**src/rtl/multicycle_chunk_adder.sv**
```systemverilog
// Chunked add/subtract: CHUNK_WIDTH bits per clock with a registered carry between chunks.
// Start/done handshake; results hold until the next accepted start.
module multicycle_chunk_adder #(
  parameter int unsigned DATA_WIDTH  = 16,
  parameter int unsigned CHUNK_WIDTH = 4
) (
  input  logic                  CLOCK_50,
  input  logic                  RESET_InHigh,
  input  logic                  START_In,
  input  logic                  SUB_In,
  input  logic [DATA_WIDTH-1:0] A_In,
  input  logic [DATA_WIDTH-1:0] B_In,
  input  logic                  Cin_In,
  output logic                  BUSY_Out,
  output logic                  DONE_Out,
  output logic [DATA_WIDTH-1:0] Q_Out,
  output logic                  Cout_Out,
  output logic                  OVF_Out
);

  localparam int unsigned NUM_CHUNKS = DATA_WIDTH / CHUNK_WIDTH;
  localparam int unsigned CNT_W      = (NUM_CHUNKS > 1) ? $clog2(NUM_CHUNKS) : 1;
  localparam logic [CNT_W-1:0] LAST_CNT = CNT_W'(NUM_CHUNKS - 1);
  localparam int unsigned MSB = DATA_WIDTH - 1;

  typedef enum logic [1:0] {StIdle, StRun, StDone} state_e;

  state_e                 state_q;
  logic [DATA_WIDTH-1:0]  a_q;
  logic [DATA_WIDTH-1:0]  b_q;
  logic                   carry_q;
  logic [CNT_W-1:0]       cnt_q;

  logic [31:0]            base;
  logic [CHUNK_WIDTH-1:0] a_chunk;
  logic [CHUNK_WIDTH-1:0] b_chunk;
  logic [CHUNK_WIDTH:0]   sum;

  always_comb begin
    base    = 32'(cnt_q) * CHUNK_WIDTH;
    a_chunk = a_q[base +: CHUNK_WIDTH];
    b_chunk = b_q[base +: CHUNK_WIDTH];
    sum     = {1'b0, a_chunk} + {1'b0, b_chunk} + {{CHUNK_WIDTH{1'b0}}, carry_q};
  end

  always_ff @(posedge CLOCK_50) begin
    if (RESET_InHigh) begin
      state_q  <= StIdle;
      a_q      <= '0;
      b_q      <= '0;
      carry_q  <= 1'b0;
      cnt_q    <= '0;
      BUSY_Out <= 1'b0;
      DONE_Out <= 1'b0;
      Q_Out    <= '0;
      Cout_Out <= 1'b0;
      OVF_Out  <= 1'b0;
    end else begin
      unique case (state_q)
        StIdle: begin
          DONE_Out <= 1'b0;
          if (START_In) begin
            a_q      <= A_In;
            // Subtraction is A + ~B + 1, so the forced carry-in replaces Cin.
            b_q      <= SUB_In ? ~B_In : B_In;
            carry_q  <= SUB_In | Cin_In;
            cnt_q    <= '0;
            BUSY_Out <= 1'b1;
            state_q  <= StRun;
          end
        end
        StRun: begin
          Q_Out[base +: CHUNK_WIDTH] <= sum[CHUNK_WIDTH-1:0];
          carry_q <= sum[CHUNK_WIDTH];
          cnt_q   <= cnt_q + 1'b1;
          if (cnt_q == LAST_CNT) begin
            state_q  <= StDone;
            BUSY_Out <= 1'b0;
            DONE_Out <= 1'b1;
            Cout_Out <= sum[CHUNK_WIDTH];
            // The top chunk's sum MSB is the result sign bit.
            OVF_Out  <= (a_q[MSB] == b_q[MSB]) && (sum[CHUNK_WIDTH-1] != a_q[MSB]);
          end
        end
        StDone: begin
          DONE_Out <= 1'b0;
          state_q  <= StIdle;
        end
        default: begin
          state_q <= StIdle;
        end
      endcase
    end
  end

endmodule

```
**config.mk**
```make
export PLATFORM = sky130hd
export DESIGN_NAME = multicycle_chunk_adder
export DESIGN_NICKNAME = d
export VERILOG_FILES = /design/src/rtl/multicycle_chunk_adder.sv
export SDC_FILE = /design/constraint.sdc
export NUM_CORES = 1
export LEC_CHECK = 0
export ABC_AREA = 1
export ABC_CLOCK_PERIOD_IN_PS = 2300
export BUFFER_PORTS_ARGS = -buffer_cell sky130_fd_sc_hd__buf_2
export CORE_MARGIN = 2
export CORE_UTILIZATION = 32
export CTS_CLUSTER_SIZE = 8
export DETAILED_ROUTE_END_ITERATION = 8
export PLACE_DENSITY = 0.6
export SETUP_SLACK_MARGIN = 0.4
export SLEW_MARGIN = 20
export SYNTH_ARGS = -nofsm -noshare
export SYNTH_HDL_FRONTEND = slang
export SYNTH_SLANG_ARGS = --single-unit
```
**constraint.sdc**
```tcl
create_clock -name CLOCK_50 -period 2.3 [get_ports CLOCK_50]
set_input_delay 0.69 -clock CLOCK_50 [delete_from_list [all_inputs] [get_ports CLOCK_50]]
set_output_delay 0.69 -clock CLOCK_50 [all_outputs]
set_load 0.005 [all_outputs]
```
==> results.py, run 1 <==
metrics = {
    "grt": {
        "grt_use_total": 0.1551,
        "grt_pass1_wl_um": 10970,
        "grt_pass1_vias": 2426,
        "antenna_found_initial": 0,
        "grt_overflow": 0,
        "grt_max_degree": 47,
    },
    "run_status": {
        "status": "completed",
    },
    "worst_hold_path": {
        "min_path_cells": 2,
        "holdPathEnd": "DONE_Out",
        "hold_class": "register to register",
        "hp-start": "DONE_Out",
    },
    "layout": {
        "area_growth_pct": 32.26,
        "area.sequential_um2": 1149,
        "fill_cells": 832,
        "diodes": 0,
        "final_area_um2": 3586,
        "post-route-util": 0.4364,
        "drive_above_1_share": 0.3285,
        "multiInputGateArea_um2": 1521,
        "fin_nets": 460,
    },
    "critical_path": {
        "r2r_slack_ns": 0.23,
        "worstPathRequired_ns": 2.51,
        "rr_worst_depth": 9,
        "timing.rr.end": "Q_Out[5]",
        "path_class": "register to register",
        "crit_fanout": 4,
        "regToRegStartpoint": "cnt_q[1]",
        "cp-start-kind": "register",
        "arrival_ns": 2.28,
        "crit_path_end_kind": "register",
    },
    "floorplan": {
        "io_pins": 57,
        "die_h_um": 96.05,
        "initial_utilization": 0.3300,
        "dieArea_um2": 9226,
        "die_x_um": 96.05,
        "core-area_um2": 8217,
        "fp-row-count": 33,
    },
    "timing": {
        "finalMaxSlewViolations": 0,
        "hold_viol": 0,
        "rsz0062_at_grt": "yes",
        "worstMarginPinSlew_ns": 0.4811,
        "period_needed_ns": 2.068,
        "slew_headroom": 0.6789,
        "skew_ns": 0.01224,
        "setup_viol": 0,
        "timing.final.ws_setup_ns": 0.2319,
        "finalSetupTns_ns": 0,
        "min_period_over_period": 0.8992,
        "clock.fmax_mhz": 483.5,
    },
    "power": {
        "leakage_nw": 1.502,
        "power.density_nw_per_um2": 758.2,
        "power_w": 0.002719,
        "ir_drop_uv": 311.1,
    },
    "placed_design": {
        "gp_congestion": 0.8273,
        "pre_cts_slack_ns": 0.06729,
        "dpl_cell_area_um2": 3109,
        "numPortBuffers": 56,
        "place_hpwl_um": 4538,
    },
    "synthesis": {
        "yosysTopAreaCell": "dfxtp_1",
        "async_reset_ff_frac": 0,
        "syn_inst": 343,
        "yosys.cell_types.count": 31,
        "synthesis.area_um2": 2711,
        "ys_seq_area_frac": 0.4209,
        "synth_ff_type": "dfxtp_1",
        "synth_area_per_cell_um2": 7.905,
        "yosys-top-cells-area": "dfxtp_1, nor2_1, o21ai_0, nand2_1, xnor2_1",
        "yosys_warnings": 0,
        "synth_top_area_frac": 0.4209,
        "synth_edf_count": 0,
        "syn_nets": 391,
        "synth-seq-cells": 57,
    },
    "drt": {
        "drt-total-wl_um": 6436,
        "num_vias": 2450,
        "first_pass_iters": 4,
        "drc": 0,
        "wl_per_cell_um": 12.33,
        "viasPerCell": 4.693,
        "drtIter0Drc": 57,
        "antenna_left": 0,
    },
    "clock_network": {
        "cts_tree": "built",
        "cts_sinks": 57,
        "clockRootBuffer": "clkbuf_8",
        "clk_pin_slew_worst_paths_ns": 0.06,
        "clock_latency_ns": 0.34,
        "cts_buffer_depth": 2,
        "cts_buffers": 9,
        "htree_levels": 3,
    },
    "flow_run": {
        "cap_violations": 0,
    },
}
==> synth_stat cells (3+ instances only) <==
cell	number
o21ai_0	33
o21a_1	3
nor2_2	3
clkbuf_1	8
nor2_1	74
dfxtp_1	57
a211oi_2	4
a21oi_1	20
nand2_1	42
nand4_1	3
o22ai_1	6
buf_2	6
a22oi_1	4
nand3_1	6
a211oi_1	12
inv_1	17
xnor2_1	16
nand2_2	3
ha_1	9
==> per-layer routing <==
metal | global-route usage | share of wire
met3 | 0.05560 | 0.056
met5 | 0 | 0
met4 | 0.06548 | 0.019
met2 | 0.2552 | 0.50
met1 | 0.1818 | 0.43
==> how the worst max path moves through the flow <==
stage,start,end,slack [ns],depth (start not counted)
after CTS,cnt_q[0],Q_Out[5],0.14,9
after global routing,cnt_q[0],OVF_Out,0.09,15
after global placement,cnt_q[1],Q_Out[6],0.15,11
after floorplan,cnt_q[0],Q_Out[6],0.20,12
after detailed placement,cnt_q[1],Q_Out[6],0.07,11
final,cnt_q[1],Q_Out[5],0.23,9
==> state kept, by name, indices dropped and copies added (netlist names) <==
signal and flops:
a_q 16, BUSY_Out 1, b_q 16, DONE_Out 1, Q_Out 16, Cout_Out 1
state_q 2, OVF_Out 1, cnt_q 2, carry_q 1
==> repair_timing <==
item	CTS	global route
hold buffers	0	0
setup endpoints to repair	17	19
gates resized for setup	28	18
pin swaps	13	13
gates cloned	1	0
setup buffers	11	2
==> critical path, stage by stage (launching register included) <==
cell,delay [ns]
dfxtp_4,0.37
buf_4,0.14
clkinvlp_4,0.09
a21oi_1,0.04
a32oi_1,0.27
inv_1,0.12
fa_2,0.64
nor3_4,0.05
a22oi_1,0.15
nor2_1,0.06
==> cells in the final DEF (no fill, tap or decap), types with 4 or more instances in the layout <==
master / instances
nand2_1: 41
xnor2_1: 15
nand2_2: 4
buf_2: 56
buf_4: 13
a211oi_1: 12
dfxtp_1: 55
ha_1: 7
clkbuf_8: 11
nor2_2: 6
a21oi_1: 18
o21ai_2: 4
inv_1: 12
nor2_1: 68
o21ai_0: 26
a211oi_2: 4
inv_2: 5
buf_6: 7
nand3_1: 5
a22oi_1: 4
o22ai_1: 4
==> kinds of logic (layout without fill, tap and decap cells) <==
group                      count (synthesis)  in the layout  share of synthesized area
xor gates and xnor gates                  17             17                    0.05491
AOI/OAI and AO/OA                         84             84                     0.1892
DFF                                       57             57                     0.4209
buffers and inverters                     39            113                    0.06645
and+or+nand+nor                          135            135                     0.2123
adders and majority gates                 11             11                    0.05630
==> stage by stage <==
stage          instances  hold slack [ns]
2_1_floorplan        343           0.4304
3_3_place_gp         492           0.4457
3_5_place_dp         492           0.4485
4_1_cts              520           0.4560
5_1_grt              522           0.4662
6_report             522           0.4495
==> where the power goes <==
group / internal [W] / switching (W) / leakage (nW)
registers: 0.00105 / 0.0000465 / 0.469
clock network: 0.000671 / 0.000374 / 0.111
logic: 0.000253 / 0.000323 / 0.922
==> cell type report <==
class / count / share of cell area
Multi-Input combinational cell: 247 / 0.4243
Sequential cell: 57 / 0.3203
Timing Repair Buffer: 77 / 0.1329
Clock buffer: 14 / 0.04536
Tap cell: 105 / 0.03664
Inverter: 19 / 0.02163
Clock inverter: 2 / 0.01675
Timing Repair inverter: 1 / 0.002094
No activity file was read; power rests on OpenSTA's default activity.
==> inputs of run 2 (changes only) <==
--- a/config.mk
+++ b/config.mk
@@ -8,10 +8,10 @@
 export ABC_AREA = 1
 export ABC_CLOCK_PERIOD_IN_PS = 2300
 export BUFFER_PORTS_ARGS = -buffer_cell sky130_fd_sc_hd__buf_2
-export CORE_MARGIN = 2
 export CORE_UTILIZATION = 32
 export CTS_CLUSTER_SIZE = 8
 export DETAILED_ROUTE_END_ITERATION = 8
+export GPL_ROUTABILITY_DRIVEN = 0
 export PLACE_DENSITY = 0.6
 export SETUP_SLACK_MARGIN = 0.4
 export SLEW_MARGIN = 20
==> results.py, run 2 (synthesized netlist as in run 1, its figures left out) <==
metrics = {
    "run_status": {
        "status": "completed",
    },
    "drt": {
        "antenna_left": 0,
        "drc": 0,
        "wl_per_cell_um": 12.25,
        "viasPerCell": 4.764,
        "num_vias": 2501,
        "first_pass_iters": 4,
        "drt-total-wl_um": 6430,
        "drtIter0Drc": 72,
    },
    "critical_path": {
        "crit_path_end_kind": "register",
        "critPathSlowestCell": "fa_2",
        "cp-start-kind": "register",
        "worstPathRequired_ns": 2.58,
        "path_class": "register to register",
        "arrival_ns": 2.37,
        "crit_fanout": 4,
        "path_cells": "buf_4 > buf_4 > o21ai_2 > o22ai_2 > fa_2 > inv_2 > fa_2 > nor3_4 > a22oi_1 > nor2_1",
        "slowest_delay_ns": 0.46,
    },
    "floorplan": {
        "initial_utilization": 0.3300,
        "core-area_um2": 8217,
        "io_pins": 57,
        "fp-row-count": 33,
        "dieArea_um2": 8845,
        "die_x_um": 94.05,
        "die_h_um": 94.05,
    },
    "grt": {
        "grt_use_met3": 0.04207,
        "antenna_found_initial": 0,
        "gr-usage-met1": 0.1830,
        "grt_max_degree": 47,
        "grt_use_met2": 0.2676,
        "grt_overflow": 0,
        "grt_pass1_wl_um": 10700,
        "grt_busiest_layer": "met2",
        "grt_use_total": 0.1603,
        "grt_pass1_vias": 2396,
    },
    "timing": {
        "min_period_over_period": 0.9088,
        "timing.final.ws_setup_ns": 0.2098,
        "hold_viol": 0,
        "clock.fmax_mhz": 478.4,
        "period_needed_ns": 2.090,
        "worstMarginPinSlew_ns": 0.4729,
        "finalSetupTns_ns": 0,
        "skew_ns": 0.005842,
        "rsz0062_at_grt": "yes",
        "setup_viol": 0,
        "finalMaxSlewViolations": 0,
        "slew_headroom": 0.6844,
    },
    "clock_network": {
        "cts_sinks": 57,
        "hold_buffers": 0,
        "clock_latency_ns": 0.34,
        "clk_pin_slew_worst_paths_ns": 0.06,
        "clockRootBuffer": "clkbuf_8",
        "cts_buffer_depth": 2,
        "cts_tree": "built",
        "cts_buffers": 9,
        "htree_levels": 3,
    },
    "placed_design": {
        "numPortBuffers": 56,
        "place_hpwl_um": 4470,
        "dpl_cell_area_um2": 3109,
        "pre_cts_slack_ns": 0.1005,
    },
    "layout": {
        "diodes": 0,
        "top_regs": "Q_Out (16), a_q (16), b_q (16)",
        "final_cell_mix": "nor2_1, buf_2, dfxtp_1",
        "fin_nets": 463,
        "post-route-util": 0.4395,
        "final_common_cell": "nor2_1",
        "area_growth_pct": 33.18,
        "drive_above_1_share": 0.3548,
        "final_area_um2": 3611,
        "fill_cells": 836,
    },
    "power": {
        "power.density_nw_per_um2": 706.4,
        "power_w": 0.002551,
        "ir_drop_uv": 286.6,
        "leakage_nw": 1.520,
    },
    "flow_run": {
        "cap_violations": 0,
    },
    "worst_hold_path": {
        "hold_class": "register to register",
    },
}
-- run 2: cell count changes in the layout (fill, tap and decap cells not counted), moves of 2 or more --
cell and change:
a21oi_1 -3, a21oi_2 +3, buf_4 +2, buf_6 +2
bufinv_16 -2, clkinv_2 +3, nand2_1 -3, nand2_2 +3
o21ai_0 -2, o21ai_2 +2
-- run 2: power by group --
group / internal (W) / switching, W
Combinational: 0.000282 / 0.000343
Sequential: 0.00105 / 0.0000480
Clock: 0.000444 / 0.000382
-- run 2: timing repair --
item,CTS,global route
setup buffers,16,1
endpoints found under the setup margin,15,18
pin swaps,18,20
resized for setup,33,26
-- run 2: final timing paths --
path	from	endpoint	slack, ns	depth (start not counted)
min	Q_Out[8]	Q_Out[8]	0.46	2
min reg2reg	Q_Out[8]	Q_Out[8]	0.46	2
max	cnt_q[1]	Q_Out[5]	0.21	10
max reg2reg	cnt_q[1]	Q_Out[5]	0.21	10
-- run 2: per-stage QoR --
stage	cells	hold slack [ns]
after floorplan	343	0.4304
after global placement	492	0.4445
after detailed placement	492	0.4522
after CTS	524	0.4616
after global routing	525	0.4742
final	525	0.4603
-- run 2: layout make-up --
| cell class | instances | area (um2) | share of cell area |
|---|---|---|---|
| Clock buffer | 13 | 158.9 | 0.04401 |
| Clock inverter | 3 | 15.01 | 0.004158 |
| Inverter | 19 | 80.08 | 0.02218 |
| Multi-Input combinational cell | 247 | 1563 | 0.4328 |
| Sequential cell | 57 | 1149 | 0.3181 |
| Tap cell | 105 | 131.4 | 0.03638 |
| Timing Repair Buffer | 81 | 514.2 | 0.1424 |
-- run 2: critical path, delay by kind of cell (launching register included) --
family                     cells  cell delay (ns)
DFF                            1             0.36
and+or+nand+nor                2             0.25
buffers and inverters          3             0.31
adders and majority gates      2             0.86
AOI/OAI and AO/OA              3             0.23
-- run 2: metal layers --
layer	up-vias	share of wire
li1	1289	-
met1	1144	0.45
met2	52	0.48
met3	16	0.041
met4	0	0.033
met5	-	0
